<file path="config.mk">
export PLATFORM = sky130hd
export DESIGN_NAME = fetch_stage
export DESIGN_NICKNAME = d
export VERILOG_FILES = /design/src/rtl/cpu_pkg.sv /design/src/rtl/fetch_redirect.sv /design/src/rtl/fetch_stage.sv
export SDC_FILE = /design/constraint.sdc
export NUM_CORES = 1
export LEC_CHECK = 0
export CAP_MARGIN = 15
export CORE_ASPECT_RATIO = 1.1
export CORE_MARGIN = 2
export CORE_UTILIZATION = 47
export CTS_CLUSTER_DIAMETER = 150
export DETAILED_ROUTE_END_ITERATION = 8
export PLACE_DENSITY = 0.85
export SYNTH_ARGS = -nofsm -noshare
export SYNTH_HDL_FRONTEND = slang
export SYNTH_SLANG_ARGS = --single-unit
</file>
<file path="constraint.sdc">
create_clock -name clk -period 3.5 [get_ports clk]
set_input_delay 0.7 -clock clk [delete_from_list [all_inputs] [get_ports clk]]
set_output_delay 0.7 -clock clk [all_outputs]
set_load 0.01 [all_outputs]
</file>
<file path="src/rtl/cpu_pkg.sv">
// Shared CPU definitions: bus widths, reset PC default, fetch FSM encoding.
package cpu_pkg;

   localparam int unsigned XLEN        = 32;
   localparam int unsigned IF_ID_BUS_W = 64;
   localparam int unsigned JBR_BUS_W   = 33;
   localparam int unsigned CNT_W       = 2;

   localparam logic [XLEN-1:0] RESET_PC_DEF = 32'h0000_0000;
   localparam logic [XLEN-1:0] NOP          = 32'h0000_0000;

   typedef enum logic [1:0] {
      IDLE = 2'd0,
      WAIT = 2'd1,
      DONE = 2'd2
   } fetch_state_e;

endpackage

</file>
<file path="src/rtl/fetch_redirect.sv">
// Holds the pending jump/branch target from decode and picks the next PC
// (same-cycle bypass, then pending target, then sequential).
module fetch_redirect
   import cpu_pkg::*;
(
   input  logic                 clk,
   input  logic                 resetn,
   input  logic                 next_fetch,
   input  logic                 jbr_latch,
   input  logic [JBR_BUS_W-1:0] jbr_bus,
   input  logic [XLEN-1:0]      pc,
   output logic [XLEN-1:0]      next_pc_c
);

   logic            jbr_pend_q, jbr_pend_d;
   logic [XLEN-1:0] jbr_tgt_r_q, jbr_tgt_r_d;
   logic            taken_c;
   logic [XLEN-1:0] target_c;

   assign taken_c  = jbr_latch & jbr_bus[JBR_BUS_W-1];
   assign target_c = jbr_bus[XLEN-1:0];

   // Newest taken capture wins; every PC advance consumes the pending target.
   always_comb begin
      jbr_pend_d  = jbr_pend_q;
      jbr_tgt_r_d = jbr_tgt_r_q;
      if (taken_c) begin
         jbr_pend_d  = 1'b1;
         jbr_tgt_r_d = target_c;
      end
      if (next_fetch) begin
         jbr_pend_d = 1'b0;
      end
   end

   always_comb begin
      if (taken_c) begin
         next_pc_c = target_c;
      end else if (jbr_pend_q) begin
         next_pc_c = jbr_tgt_r_q;
      end else begin
         next_pc_c = pc + 32'd4;
      end
   end

   always_ff @(posedge clk or negedge resetn) begin
      if (!resetn) begin
         jbr_pend_q  <= 1'b0;
         jbr_tgt_r_q <= '0;
      end else begin
         jbr_pend_q  <= jbr_pend_d;
         jbr_tgt_r_q <= jbr_tgt_r_d;
      end
   end

endmodule

</file>
<file path="src/rtl/fetch_stage.sv">
// Instruction-fetch stage: PC register, ROM latency wait, IF->ID bus.
// Optional FETCH_ALIGN_CHK_EN adds inst_addr_err and NOP substitution on misaligned PC.
module fetch_stage
   import cpu_pkg::*;
#(
   parameter logic [31:0] RESET_PC    = RESET_PC_DEF,
   parameter int unsigned ROM_LATENCY = 1
) (
   input  logic                   clk,
   input  logic                   resetn,
   input  logic                   IF_valid,
   input  logic                   next_fetch,
   input  logic                   jbr_latch,
   input  logic [JBR_BUS_W-1:0]   jbr_bus,
   output logic [XLEN-1:0]        inst_addr,
   input  logic [XLEN-1:0]        inst,
   output logic                   IF_over,
   output logic [IF_ID_BUS_W-1:0] IF_ID_bus,
   output logic [XLEN-1:0]        IF_pc,
   output logic [XLEN-1:0]        IF_inst
`ifdef FETCH_ALIGN_CHK_EN
   ,
   output logic                   inst_addr_err
`endif
);

   fetch_state_e     state_q, state_d;
   logic [CNT_W-1:0] cnt_q, cnt_d;
   logic [XLEN-1:0]  pc_q, pc_d;
   logic [XLEN-1:0]  inst_r_q, inst_r_d;
   logic             if_over_q, if_over_d;
   logic [XLEN-1:0]  next_pc_c;
   logic [XLEN-1:0]  fetched_c;

   fetch_redirect u_redirect (
      .clk        (clk),
      .resetn     (resetn),
      .next_fetch (next_fetch),
      .jbr_latch  (jbr_latch),
      .jbr_bus    (jbr_bus),
      .pc         (pc_q),
      .next_pc_c  (next_pc_c)
   );

`ifdef FETCH_ALIGN_CHK_EN
   logic err_q, err_d;
   assign fetched_c     = (pc_q[1:0] != 2'b00) ? NOP : inst;
   assign err_d         = (pc_d[1:0] != 2'b00) && (state_d != IDLE);
   assign inst_addr_err = err_q;
`else
   assign fetched_c = inst;
`endif

   // PC advance overrides everything and discards any fetch in flight.
   always_comb begin
      state_d   = state_q;
      cnt_d     = cnt_q;
      pc_d      = pc_q;
      inst_r_d  = inst_r_q;
      if_over_d = 1'b0;
      if (next_fetch) begin
         pc_d    = next_pc_c;
         state_d = IDLE;
         cnt_d   = '0;
      end else if (!IF_valid) begin
         state_d = IDLE;
         cnt_d   = '0;
      end else begin
         case (state_q)
            IDLE: begin
               state_d = WAIT;
               cnt_d   = CNT_W'(ROM_LATENCY - 1);
            end
            WAIT: begin
               if (cnt_q != '0) begin
                  cnt_d = cnt_q - CNT_W'(1);
               end else begin
                  inst_r_d = fetched_c;
                  state_d  = DONE;
               end
            end
            DONE:    if_over_d = 1'b1;
            default: state_d = IDLE;
         endcase
      end
   end

   always_ff @(posedge clk or negedge resetn) begin
      if (!resetn) begin
         state_q   <= IDLE;
         cnt_q     <= '0;
         pc_q      <= RESET_PC;
         inst_r_q  <= '0;
         if_over_q <= 1'b0;
`ifdef FETCH_ALIGN_CHK_EN
         err_q     <= 1'b0;
`endif
      end else begin
         state_q   <= state_d;
         cnt_q     <= cnt_d;
         pc_q      <= pc_d;
         inst_r_q  <= inst_r_d;
         if_over_q <= if_over_d;
`ifdef FETCH_ALIGN_CHK_EN
         err_q     <= err_d;
`endif
      end
   end

   assign inst_addr = pc_q;
   assign IF_pc     = pc_q;
   assign IF_inst   = inst_r_q;
   assign IF_over   = if_over_q;
   assign IF_ID_bus = {pc_q, inst_r_q};

endmodule

</file>
==> summary.txt <==
Largest cells by area after synthesis = dfrtp_1 (45%), buf_4 (13%), nand2_1 (8.8%)
Reg clk slew, reported paths = 70 ps
Switching part of the total = 30.8%
Nets = 796
Area post-placement = 7350 um2
Final Skew = 6.05 ps
Status = completed
Sequential group share of total power = 39.7%
Post-route setup TNS = 0 ps
H-tree levels = 3
WP data arrival = 2620 ps
Vias = 4,751
RSZ-0062 raised after global routing = no
HP Class = in -> async
Routability Congestion = 0.856
Layout Utilization = 64.0%
Syn_nets = 671
First-pass GRT wire length = 23,600 um
Via density = 5.38
Max_slew headroom = 53.2%
Cts hold-fix bufs = 0
TritonCTS clock tree = yes
Crit. End Element = flop
HPWL after DPL = 11,000 um
Final Hold Fails = 0
Crit-path max FO = 18
Sw Pwr = 0.00130 W
P_leak = 3.29 nW
I/O pin count = 231
TritonRoute pass-1 iters = 5
Post-DRT Antenna Nets = 0
Min cycle time layout = 2400 ps
Clock Sinks = 102
Worst vdd ir = 0.251 mV
Commonest non-fill, non-tap cell in the layout = clkdlybuf4s50_1
Synth area leader = dfrtp_1
CORE AREA = 11,900 um2
Layout fillers = 938
CP most frequent cell = nand2_1
Most frequent cells in the layout = clkdlybuf4s50_1 (228), nand2_1 (134), dfrtp_1 (102)
Required @ worst endpoint = 3720 ps
Tot GR Track Use = 23.1%
Fmax = 416 MHz
Max Slew Vio Count = 0
Comb pwr share = 37.6%
Int Power = 0.00291 W
Cells after synthesis = 599
Diodes inserted = 0
Avg Inst Size Synth = 9.52 um2
Total routed wirelength = 15,100 um
Multi-input gate area = 2230 um2
Slew @ Worst Pin = 701 ps
Initial core utilization = 47.8%
Grt ovf = 0
Die area = 13,000 um2
Clock latency on the worst-skew pair = 340 ps
Startpoint type of the worst setup path = flop
Post-CTS setup buffer count = 0
Share of layout cells above drive strength 1 = 9.88%
Initial antenna violation count = 0
Resize count post-CTS = 0
#FFs+latches synth = 102
Clock Tree Buf Depth = 2
Clock power share = 22.7%
Slowest stage delay, CP = 770 ps
Post-synth EDFFs = 0
Storage cell area = 2550 um2
Pin count of the biggest net entering global routing = 54
Fin area = 7630 um2
Row cnt = 42
Area share of the leading cell type in the synthesized netlist = 44.7%
Final Cycle Share = 68.7%
Cell variety after synth = 56
Detailed router's first-iteration violation count = 336
Area delta synth->final = 33.8%
Routed WL per cell = 17.1 um
Setup Crit Path Kind = reg -> reg
Crit-path cells = inv_1 -> nand2_1 -> nand2_1 -> mux2_2
Inserted Clock Buffers = 9
Post-route DRC = 0
Final setup vio count = 0
Max_cap viols = 0
Critical path's slowest cell = dfrtp_1
Synth async-reset ratio = 100%
Die width = 109 um
Synthesis Warnings = 0
Share of the yosys chip area belonging to registers = 44.7%
Buffers on Ports = 230
Synthesized area = 5700 um2
CTS Root Cell = clkbuf_16
Number of global-route vias before repair = 4,610
Die Span Y = 120 um
Power Density = 551 nW/um2
Top_reg_cell synth = dfrtp_1
cells in the mapped netlist, types with 3 or more instances:
library cell  number
a21o_1             7
a211oi_1           3
o21a_1             3
a22o_1             9
and3_1             5
dfrtp_1          102
nand2_1          134
xnor2_1            3
a21bo_2            3
nand4_1            9
buf_4             97
nor4_1             4
o31ai_1            3
a31oi_1            3
inv_1              6
mux2i_1            6
nor3_1             6
o211ai_1           3
nor3b_1            5
buf_6              4
mux2_2            35
xor2_1             4
buf_1              6
o22a_1             3
o311ai_0           3
clkbuf_1          12
a21oi_1           13
nor2_1            20
nand3_1           18
a22oi_1            7
o21ai_0           25
clkbuf_8           4
logic make-up after synthesis:
family / share of synthesized area, %
xor gates and xnor gates: 1.07
buffers and inverters: 16.1
AOI/OAI and AO/OA: 12.0
and+or+nand+nor: 17.7
adders and majority gates: 0.439
muxes: 7.96
DFF: 44.7
state kept, by name (all words and copies together), names as in the netlist:
register,count
IF_inst,32
IF_pc,32
u_redirect.jbr_tgt_r_q,32
cnt_q,2
state_q,2
IF_over,1
u_redirect.jbr_pend_q,1
power groups by stage:
stage                     combinational, W  clock [W]  sequential [W]
final                              0.00158   0.000954         0.00167
after global routing               0.00170    0.00102         0.00171
after CTS                          0.00160   0.000971         0.00167
after detailed placement           0.00159          0         0.00169
after global placement             0.00156          0         0.00167
after floorplan                   0.000852          0         0.00169
critical path: cells and delay by family, from the launching register on:
family | cells | cell delay (ps)
DFF | 1 | 770
buffers and inverters | 1 | 370
and+or+nand+nor | 2 | 830
muxes | 1 | 310
layer usage:
layer | global-route usage, % | routed length [um]
met1 | 28.6 | 5910
met3 | 4.07 | 1030
met5 | 0 | 0
met2 | 41.3 | 8010
met4 | 5.29 | 152
area by class of cell:
class,count,area share (%)
clock buffers,16,3.69
repair buffers,237,30.8
multi-input cells,368,29.3
flip-flops and latches,102,33.4
inverters,6,0.295
well taps,154,2.53
worst paths after layout:
path                                           start                    endpoint  depth (start not counted)  slack, ps
max                            u_redirect.jbr_pend_q                    IF_pc[1]                          4       1100
min                                           resetn  u_redirect.jbr_tgt_r_q[29]                          1        380
max reg2reg                    u_redirect.jbr_pend_q                    IF_pc[1]                          4       1100
min reg2reg                u_redirect.jbr_tgt_r_q[8]   u_redirect.jbr_tgt_r_q[8]                          2        470
max in group asynchronous                     resetn                  IF_inst[3]                          2       2300
min in group clk           u_redirect.jbr_tgt_r_q[8]   u_redirect.jbr_tgt_r_q[8]                          2        470
per-stage QoR:
stage	setup slack (ps)	instances	hold slack (ps)	total power, W
after floorplan	1590	599	404	0.00255
after global placement	974	867	453	0.00323
after global routing	925	883	421	0.00442
after CTS	1150	883	398	0.00424
after detailed placement	858	867	457	0.00328
final	1100	883	377	0.00421
(Power assumes the default switching activity.)
